`config.mk`:
```
export PLATFORM = sky130hd
export DESIGN_NAME = spm_result_collector
export DESIGN_NICKNAME = d
export VERILOG_FILES = /design/src/rtl/npu_spm_defines.sv /design/src/rtl/spm_result_collector.sv
export SDC_FILE = /design/constraint.sdc
export NUM_CORES = 1
export LEC_CHECK = 0
export BUFFER_PORTS_ARGS = -buffer_cell sky130_fd_sc_hd__buf_4
export CORE_AREA = 2 2 424 426
export CTS_CLUSTER_SIZE = 25
export DETAILED_ROUTE_END_ITERATION = 10
export DIE_AREA = 0 0 426 428
export SLEW_MARGIN = 30
export SYNTH_ARGS = -nofsm -noshare
export SYNTH_HDL_FRONTEND = slang
export SYNTH_SLANG_ARGS = --single-unit
```
`constraint.sdc`:
```
create_clock -name clk -period 1.6 [get_ports clk]
set_input_delay 0.16 -clock clk [delete_from_list [all_inputs] [get_ports clk]]
set_output_delay 0.16 -clock clk [all_outputs]
set_load 0.01 [all_outputs]
```
`src/rtl/npu_spm_defines.sv`:
```
// -----------------------------------------------------------------------------
// npu_spm_defines
// Shared scratchpad (SPM) definitions: processing-element count, the per-lane
// data word type and the result-collector FSM state encoding.
// Contents:
//   `SM_PROCESSING_ELEMENTS  number of lanes served by the scratchpad
//   SM_PE                    the same count as a package localparam
//   sm_data_t                one lane's read word
//   spm_collector_state_t    IDLE / COLLECT / DONE
// -----------------------------------------------------------------------------
`ifndef NPU_SPM_DEFINES_SV
`define NPU_SPM_DEFINES_SV

`define SM_PROCESSING_ELEMENTS 16

package npu_spm_defines_pkg;

    localparam int SM_PE     = `SM_PROCESSING_ELEMENTS;
    localparam int SM_DATA_W = 32;

    typedef logic [SM_DATA_W-1:0] sm_data_t;

    typedef enum logic [1:0] {
        IDLE    = 2'd0,
        COLLECT = 2'd1,
        DONE    = 2'd2
    } spm_collector_state_t;

endpackage

`endif

```
`src/rtl/spm_result_collector.sv`:
```
// -----------------------------------------------------------------------------
// spm_result_collector
// Tracks one outstanding scratchpad request while the bank array serves its
// lanes over one or more cycles, gathers per-lane read words for loads and
// presents the completed result to the consumer.
// Ports:
//   clk, reset          clock, synchronous active-high reset
//   req_valid/ready     request handshake (ready only while IDLE)
//   req_is_store        request is a store: lanes are retired, no data kept
//   req_mask            participating lanes
//   serve_valid         bank array completed one service cycle
//   serve_mask          lanes served this cycle
//   serve_data          per-lane read words
//   pending_mask        lanes still awaiting service (to lane selection)
//   out_valid/ready     result handshake
//   out_mask            echo of the request mask
//   out_is_store        echo of the request type
//   out_data            gathered per-lane words (zero for unserved / store)
//   spurious_serve      one-cycle pulse: a served lane was not pending
// -----------------------------------------------------------------------------
module spm_result_collector
    import npu_spm_defines_pkg::*;
(
    input  logic                   clk,
    input  logic                   reset,
    input  logic                   req_valid,
    output logic                   req_ready,
    input  logic                   req_is_store,
    input  logic [SM_PE-1:0]       req_mask,
    input  logic                   serve_valid,
    input  logic [SM_PE-1:0]       serve_mask,
    input  sm_data_t [SM_PE-1:0]   serve_data,
    output logic [SM_PE-1:0]       pending_mask,
    output logic                   out_valid,
    input  logic                   out_ready,
    output logic [SM_PE-1:0]       out_mask,
    output logic                   out_is_store,
    output sm_data_t [SM_PE-1:0]   out_data,
    output logic                   spurious_serve
);

    spm_collector_state_t state, state_nx;

    logic [SM_PE-1:0]     pending_nx;
    logic [SM_PE-1:0]     out_mask_nx;
    logic                 out_is_store_nx;
    sm_data_t [SM_PE-1:0] out_data_nx;
    logic                 out_valid_nx;
    logic                 spurious_nx;

    // Lanes served now that were still owed vs. lanes served out of turn.
    logic [SM_PE-1:0] hit;
    logic [SM_PE-1:0] stray;

    assign hit   = serve_mask & pending_mask;
    assign stray = serve_mask & ~pending_mask;

    assign req_ready = (state == IDLE);

    always_comb begin
        state_nx        = state;
        pending_nx      = pending_mask;
        out_mask_nx     = out_mask;
        out_is_store_nx = out_is_store;
        out_data_nx     = out_data;
        spurious_nx     = 1'b0;

        case (state)
            IDLE: begin
                // No request owns the banks, so any served lane is stray.
                spurious_nx = serve_valid && (serve_mask != '0);
                if (req_valid) begin
                    pending_nx      = req_mask;
                    out_mask_nx     = req_mask;
                    out_is_store_nx = req_is_store;
                    out_data_nx     = '0;
                    state_nx        = (req_mask == '0) ? DONE : COLLECT;
                end
            end
            COLLECT: begin
                if (serve_valid) begin
                    spurious_nx = (stray != '0);
                    pending_nx  = pending_mask & ~serve_mask;
                    for (int i = 0; i < SM_PE; i++) begin
                        if (hit[i] && !out_is_store) out_data_nx[i] = serve_data[i];
                    end
                    // Leave in the same update that retires the last lane.
                    if (pending_nx == '0) state_nx = DONE;
                end
            end
            DONE: begin
                spurious_nx = serve_valid && (serve_mask != '0);
                if (out_ready) state_nx = IDLE;
            end
            default: state_nx = IDLE;
        endcase

        out_valid_nx = (state_nx == DONE);
    end

    always_ff @(posedge clk) begin
        if (reset) begin
            state          <= IDLE;
            pending_mask   <= '0;
            out_mask       <= '0;
            out_is_store   <= 1'b0;
            out_data       <= '0;
            out_valid      <= 1'b0;
            spurious_serve <= 1'b0;
        end else begin
            state          <= state_nx;
            pending_mask   <= pending_nx;
            out_mask       <= out_mask_nx;
            out_is_store   <= out_is_store_nx;
            out_data       <= out_data_nx;
            out_valid      <= out_valid_nx;
            spurious_serve <= spurious_nx;
        end
    end

endmodule
```
==> impl_summary.md, run 1 <==
Logic synthesis
Of the total synthesized cell area, the portion taken by full adders, half adders and majority gates is 0. After synthesis, the largest family of logic cells by area is simple AND/OR/NAND/NOR gates. Yosys mapped a number of flops with a built-in enable equal to 0. After synthesis the netlist holds a flip-flop and latch count of 549. During synthesis, Yosys emitted a total of 0 warnings.

The count of mapped cells out of synthesis is 2558. The count of cell types in the netlist is 30. The average cell area after synthesis is 7.995 µm². The post-synthesis compound-gate area fraction was 0.1496. Of the post-synthesis cell area, the dominant cell type holds 0.5374. Measured against the total synthesized area, the mux share comes to 0.0004894. The sequential element share of the synthesized area is 0.5374. The XOR/XNOR share of the synthesized area is 0.

Of the total synthesized cell area, the portion taken by AND, OR, NAND and NOR gates is 0.2513. In the synthesized netlist the async set-or-reset flop fraction comes to 0. The number of nets in the synthesized netlist is 3108. The flip-flop cell with the highest count after synthesis is dfxtp_1. The synthesized design spends more area on one cell type than any other, namely dfxtp_1. The synthesized cell area is 20450 µm². By area the synthesized netlist is led by dfxtp_1, a21oi_1, nand3_1, nand2_1, buf_2.

Timing
Across all hold checks on the routed design, the worst slack comes to 270.5 ps. The largest clock skew in the final design is 31.71 ps. Setup repair after global routing could not meet its margin everywhere. The smallest setup slack after layout is -296.0 ps.

The smallest clock period supported by the final layout is computed as 1896 ps. Of the available clock period, the critical path in the final layout requires 1.185. The slew at the pin closest to its max-slew limit is 558.9 ps. Summed over all failing endpoints, the final setup total negative slack is -99800 ps. The max-slew violation total from the final report came to 0. The max-slew headroom at the worst pin is 0.6274. For this run, the top clock speed supported by timing is 0.5274 GHz. Setup violations remaining at the end of the flow were counted as 548. The count of final hold-check violations came to 0.

Power
The internal power is 36.95 mW. The standby leakage power is 18.17 nW. The share of total power dissipated in combinational logic is 0.431.

The portion of total power attributed to the clock network is 0.301. The maximum VDD drop is 0.0007639 V. Summed over all nets, the switching power comes to 22.48 mW.

The portion of total power attributed to sequential cells is 0.268. The total power is 59.43 mW. In this run the power density over the cells is 1295 nW/µm².

Of the total power, the share spent switching nets is 0.3783.

Floorplanning
The die span in y is 428 µm. Row generation in the floorplan step produced 155 rows. From left edge to right edge, the die measures 426 µm.

The initial utilization of the core area, before any placement, comes to 0.1151. In this run the count of I/O pins placed on the die edge is 1098. The die covers 182300 µm². The core region is 177600 µm².

Setup path
For the worst setup path, the data required time is 2210 ps. On the critical path, the stage with the largest delay is an instance of dfxtp_4. The critical path startpoint is state[0].

Walking the worst path, the cells encountered are mux2i_4, buf_6, nor2_4, buf_12, and2_4, buf_6, clkbuf_16, nand3_2, a21oi_1. The most prevalent standard cell on the critical path is buf_6. The endpoint identified for the worst register-to-register timing path is out_data[428].

The startpoint identified for the worst register-to-register timing path is state[0]. Along the worst path, the maximum fanout reaches 8. At the worst endpoint, the arrival time is 2510 ps.

STA classifies the critical path startpoint as a flop. The maximum single-stage delay on the critical path is 370 ps. Counting cells, the worst reg-to-reg path comes to 9. The worst-case register-to-register setup slack is -300 ps. The kind of critical path is reg2reg.

STA classifies the critical path endpoint as a flop.

Worst hold path
The number of stages on the worst hold path is 4. The path with the worst hold slack has its endpoint at out_data[204]. In this run the most critical hold path is launched from serve_data[204]. The type of the most critical hold path is in2reg.

Global route
The initial antenna violation count is 47. Entering global routing, the biggest net connects 89 pins. The via count of the first global-routing pass came to 26880. The wire length of the first global-routing pass is 235100 µm. The overall track demand over capacity in global routing is 0.1876. The total global routing overflow is 0.

Run
Max-cap violations in this run came to 0.

Place
The worst slack at placement is -679.6 ps. Port buffering added 1097 buffers. After legalization and detailed placement, the total HPWL measured 136300 µm.

The congestion estimate from routability-driven global placement came to 0.9579. Once placement completed, the tool counted placed cells totaling 5992. In this run the cell area measured after placement is 32860 µm².

Routing
The number of remaining DRC errors is 0. For this block, the initial DRC count from the detailed router was 2233. In the routed layout, each cell is associated on average with a via count of 4.110. The average routed wire per standard cell is 27.50 µm. Summed over all layers, the routed wires come to 187500 µm.

The iteration count of the initial detailed-routing pass is 5. Once detail routing completed, the nets flagged for antenna violations numbered 0. The routed layout has 28020 vias.

Clock network
Clock-pin slew was measured on the worst setup and hold paths at 60 ps. The CTS sink count is 549. Counting the buffers created by CTS gives 75.

The number of buffers on the longest clock path is 3. The later pin in the worst-skew pair is clocked with a latency of 710 ps. The number of H-tree levels is 3. The clock root buffer master is clkbuf_16. The clock tree from TritonCTS is done.

Final layout
Leaving out fill and tap cells, the most frequent cells in the layout are buf_4, dlygate4sd3_1, dfxtp_1. The post-route cell area is 45890 µm². The number of fill cells in the layout is 19090. The number of nets in the finished design is 4929. Leaving out filler cells and counting taps, the final layout contains 6817. The fraction of final layout cells sized beyond drive strength 1 is 0.4429. The core occupancy in the finished layout is 0.2583. The area overhead of the layout relative to synthesis is 124.4%. The most common cell after layout, fill and taps aside is buf_4.

Outcome
The checks that failed: negative setup slack. The flow ran to the end, but the final reports show violations.
worst max-delay path: cells and delay by family (launching register included):
kind | cells | cell delay [ps]
AOI/OAI and AO/OA | 1 | 170
DFF | 1 | 370
and+or+nand+nor | 3 | 490
buffers and inverters | 4 | 590
muxes | 1 | 190
cells in the mapped netlist, types with 3 or more instances:
library cell and instances:
o22ai_1 6, nand3b_1 8, o21ai_1 10, a2111oi_0 4, o21ai_0 16, a21oi_1 546
nor2b_1 15, nand2b_1 3, buf_6 12, nand3_1 512, nor2_1 20, dfxtp_1 549
buf_2 116, nand2_1 581, buf_4 20, inv_1 15, and2_1 8, a21oi_2 6
clkbuf_1 88, nor4_1 10
worst max path at each step:
stage	endpoint	slack, ps	depth (start not counted)
floorplan	out_data[106]	7	9
global placement	out_data[5]	-730	7
detailed placement	out_data[356]	-680	7
CTS	out_data[417]	-300	9
global route	out_data[428]	-380	9
finish	out_data[428]	-300	9
power by group through the flow:
stage          registers (mW)  logic [mW]  clock network, mW
3_5_place_dp             16.1        16.5                  0
5_1_grt                  16.0        26.7               18.9
3_3_place_gp             16.1        16.4                  0
4_1_cts                  15.8        21.6               18.5
6_report                 15.9        25.6               17.9
2_1_floorplan            16.5        6.10                  0
metal layers:
metal,routed length [µm],GRT usage
met1,76210,0.2281
met2,92000,0.3292
met4,7641,0.06198
met5,174,0
met3,11430,0.03475
layout make-up:
cell class,instances,area (µm²),share of cell area
Clock inverter,32,380.4,0.008288
Multi-Input combinational cell,1758,10590,0.2307
Antenna cell,23,57.56,0.001254
Inverter,15,56.30,0.001227
Clock buffer,105,2182,0.04755
Timing Repair Buffer,1980,18680,0.4071
Sequential cell,549,11000,0.2397
Tap cell,2355,2947,0.06421
cell families (layout without fill, tap and decap cells):
logic type             after synthesis  after routing
multiplexers                         1              1
flip-flops                         549            549
buffers and inverters              251           2132
AND/OR/NAND/NOR                   1162           1162
AO/OA/AOI/OAI                      595            595
other                                0             23
state kept, by name (all words and copies together), names as in the netlist:
name / cells
state: 2
out_data: 512
out_is_store: 1
out_valid: 1
out_mask: 16
pending_mask: 16
spurious_serve: 1
repair_timing:
| item | in CTS | in global routing |
|---|---|---|
| hold buffers | 549 | 0 |
| pin swaps | 62 | 248 |
| hold endpoints to repair | 549 | 0 |
| setup endpoints to repair | 554 | 554 |
| gates cloned | 30 | 37 |
| resized for setup | 174 | 487 |
| buffers inserted | 31 | 33 |
Power figures use the tool's default switching activity.
==> inputs of run 2 (changes only) <==
Settings changed: ABC_AREA set to 1, CORE_AREA 2 2 424 426 to 2 2 423 425, DIE_AREA 0 0 426 428 to 0 0 425 427.
==> impl_summary.md, run 2 <==
Clock network
The clock network latency to the later pin of the worst-skew pair came to 680 ps (-30 ps). The CTS sink count was 549 (unchanged). The number of H-tree levels came to 3 (unchanged).

The root buffer cell chosen for the clock tree is clkbuf_16. The number of buffers on the longest clock path is 3 (unchanged). The clock tree from TritonCTS is done.

The number of buffers created by CTS is 68 (-9.3%). The clock transition time at the flip-flop clock pins of the worst setup and hold paths is 60 ps (about the same).

Worst hold path
The type of the most critical hold path is in2reg. The number of stages on the worst hold path is 5 (+1). The startpoint identified for the worst hold timing path is req_valid. The sink of the worst hold path is out_is_store.

Power
The standby leakage power is 17.90 nW (-1.4%). The maximum VDD drop is 0.0008127 V (+6.4%). The total power density per cell area is 959.9 nW/µm² (-26%).

Final layout
The library cells used most frequently in the layout, excluding fill and tap cells, are buf_4, dlygate4sd3_1, dfxtp_1. The number of fill cells in the layout is 18650 (-2.3%). From synthesis to final layout, the design area changed by 122.1%. The count of placed standard cells in the final layout, fillers left out came to 6821 (+0.059%).

The number of flip-flops under the largest register name came to 512 (unchanged). The number of nets in the finished design is 4943 (+0.28%). The library cell used most frequently in the layout, excluding fill and tap cells, is buf_4.

The post-route cell area came to 45200 µm² (-1.5%). The register ranked first by flip-flop count is out_data. The fraction of final layout cells sized beyond drive strength 1 is 0.4336 (-0.009304). In the final layout, the registers with the most flip-flops are out_data (512), out_mask (16), pending_mask (16).

Setup path
The maximum single-stage delay on the critical path is 340 ps (-30 ps). In this run the critical register-to-register path is launched from state[0]. The worst setup path is of the reg2reg kind. The worst register-to-register path ends at out_data[276]. The maximum fanout count along the critical path is 6 (-2). The slowest stage of the critical path is the dfxtp_2 cell.

The critical path goes through inv_2, nor2_4, nand2_2, nand2_4, buf_8, buf_12, o21ai_4, buf_12, inv_12, buf_12, buf_16, nand3_2, a21oi_1. The arrival time reported for the critical path endpoint is 2470 ps (-40 ps). The data required time at the worst endpoint is 2220 ps (about the same). The startpoint kind of the worst setup timing path is a flop. The most prevalent standard cell on the critical path is buf_12. In this run the worst setup path begins at state[0]. The capturing element type of the critical path is a flop.

The cell family with the largest share of critical-path delay is buffers and inverters. The depth of the worst register-to-register path is 13 (+4). The worst-case register-to-register setup slack is -250 ps (+50 ps). The count of buffering cells on the critical path with inverters included was 7 (+3).

Timing
The peak clock frequency supported by timing was 0.5405 GHz (+2.5%). The max-slew headroom at the worst pin is 0.7290 (+0.1016). The largest clock skew in the final design came to 22.85 ps (-8.867 ps). The share of the clock period used by the worst path after layout is 1.156 (-0.02860). Setup repair after global routing could not meet its margin everywhere.

The smallest setup slack after layout came to -250.3 ps (+45.76 ps). The slew at the pin closest to its max-slew limit is 406.5 ps (-152.4 ps). The final setup violation count is 510 (-6.9%). The max-slew violation total from the final report is 0 (unchanged). The time the final worst path needs with I/O delays and setup is 1850 ps (-45.76 ps).

The count of final hold-check violations is 0 (unchanged).

Logic synthesis
The count of mapped cells out of synthesis is 2598 (+1.6%). The sequential element share of the synthesized area is 0.5400 (+0.002577). By count the netlist is led by nand2_1, dfxtp_1, nand3_1, a21oi_1, clkbuf_1. The post-synthesis cell type with the largest combined area is dfxtp_1. The share of flip-flops with an asynchronous set or reset is 0 (unchanged). The number of enable flip-flop cells after synthesis was 0 (unchanged). The synthesized cell area is 20350 µm² (-0.48%). The number of nets in the synthesized netlist is 3148 (+1.3%). The count of synthesis-stage warnings from yosys was 0 (unchanged). After synthesis, the cell types taking the most area are dfxtp_1, nand3_1, a21oi_1, nand2_1, clkbuf_1. The share of the synthesized area in the top cell type is 0.5400 (+0.002577). The most used flip-flop cell after synthesis is dfxtp_1. The synthesis-stage register bit count is 549 (unchanged). The average cell area after synthesis was 7.835 µm² (-2.0%). The count of cell types in the netlist is 23 (-23%). Yosys instantiated no cell more often than nand2_1.

Routing
The total number of vias is 28430 (+1.5%). The vias per cell is 4.169 (+1.4%). The number of design-rule violations left by the first detailed-router iteration is 2526 (+13%). The total length of routed wires came to 155500 µm (-17%). The average routed wire per standard cell is 22.79 µm (-17%).

The iteration count of the initial detailed-routing pass is 5 (unchanged). The antenna violation net count after detailed routing is 0 (unchanged). The number of remaining DRC errors is 0 (unchanged).

Floorplanning
The number of placed I/O pins came to 1098 (unchanged). The row count is 155 (unchanged). The effective utilization at floorplan was 0.1148 (-0.0002986). The die footprint came to 181500 µm² (-0.47%). The area of the core is 177300 µm² (-0.22%). The horizontal die dimension came to 425 µm (-0.23%).

The die span in y is 427 µm (-0.23%).

Outcome
The checks that failed: negative setup slack. The run finished, with violations left.

Global route
The total global routing overflow is 0 (unchanged). The wire length of the first global-routing pass came to 195200 µm (-17%). The overall track demand over capacity in global routing was 0.1507 (-0.03688).

The via count of the first global-routing pass is 25590 (-4.8%). The initial antenna violation count came to 52 (+11%). The maximum number of pins on one net before global-route repair is 88 (-1.1%).

Place
The placed cell count is 6022 (+0.50%). The count of input and output buffers is 1097 (unchanged). The post-detailed-placement half-perimeter wirelength is 112000 µm (-18%). The total cell area at the placement stage is 32770 µm² (-0.27%). The final weighted congestion in routability-driven placement came to 0.9323 (-2.7%).

Run
The max capacitance violation total is 0 (unchanged).
-- run 2: cell types whose count changed after synthesis, moves of 14 or more --
| cell | previous run | this run |
|---|---|---|
| buf_2 | 116 | 88 |
| nor2b_1 | 15 | 0 |
| inv_2 | 0 | 17 |
| o21ai_0 | 16 | 43 |
| buf_4 | 20 | 1 |
| nand3_1 | 512 | 534 |
| a31oi_1 | 2 | 16 |
| a21oi_1 | 546 | 524 |
| inv_1 | 15 | 38 |
| o21ai_2 | 0 | 15 |
| clkbuf_1 | 88 | 135 |
| nor2_1 | 20 | 41 |
-- run 2: worst min-delay path, stage by stage --
cell	delay, ps
buf_4	100
nand2_2	70
buf_4	180
o21ai_0	150
nor2_1	40
-- run 2: worst max path at each step --
stage	end	slack [ps]	cells past startpoint
2_1_floorplan	out_data[100]	80	9
3_3_place_gp	out_data[73]	-420	8
3_5_place_dp	out_data[74]	-400	8
4_1_cts	out_data[89]	-230	9
5_1_grt	out_data[276]	-350	13
6_report	out_data[276]	-250	13
-- run 2: cells by family after synthesis --
kind of cell / synth area share
AOI/OAI and AO/OA: 0.1519
buffers and inverters: 0.05852
DFF: 0.5400
and+or+nand+nor: 0.2496
-- run 2: through the flow --
| step | util | setup slack, ps | setup TNS [ps] | hold slack [ps] | power, mW |
|---|---|---|---|---|---|
| global route | 0.2548 | -349.5 | -112770 | 55.02 | 44.87 |
| CTS | 0.2402 | -232.8 | -62940 | 7.051 | 42.10 |
| global placement | 0.1849 | -420.5 | -119010 | 421.6 | 22.87 |
| detailed placement | 0.1849 | -402.0 | -109980 | 426.5 | 22.93 |
| finish | 0.2550 | -250.3 | -55100 | 74.78 | 43.39 |
| floorplan | - | 84.50 | 0 | 308.5 | 17.90 |
-- run 2: report_power, final --
| part | total (mW) | switching, mW | internal [mW] | leakage, nW |
|---|---|---|---|---|
| combinational | 12.4 | 6.47 | 5.96 | 12.3 |
| clock | 16.2 | 6.88 | 9.37 | 1.11 |
| sequential | 14.7 | 0.427 | 14.3 | 4.45 |
-- run 2: per-layer routing --
layer | global-route usage | up-vias | share of wire
met4 | 0.06726 | 38 | 0.052
met3 | 0.04431 | 380 | 0.092
met1 | 0.1867 | 13800 | 0.40
li1 | - | 12480 | -
met5 | 0 | - | 0.0020
met2 | 0.2407 | 1729 | 0.46
-- run 2: final cells by class --
class	count	area (µm²)	share of cell area
Multi-Input combinational cell	1766	10330	0.2286
Inverter	56	345.3	0.007639
Timing Repair inverter	6	78.83	0.001744
Tap cell	2355	2947	0.06518
Clock inverter	21	299.0	0.006615
Antenna cell	24	60.06	0.001329
Timing Repair Buffer	1946	18160	0.4018
Clock buffer	98	1986	0.04393
Sequential cell	549	10990	0.2432
-- run 2: repair_timing --
item / in CTS / in global routing
hold buffers: 548 / 0
setup endpoints to repair: 524 / 523
pin swaps: 48 / 117
cloned: 24 / 33
buffers inserted: 41 / 30
endpoints found under the hold margin: 549 / 0
gates resized for setup: 248 / 453
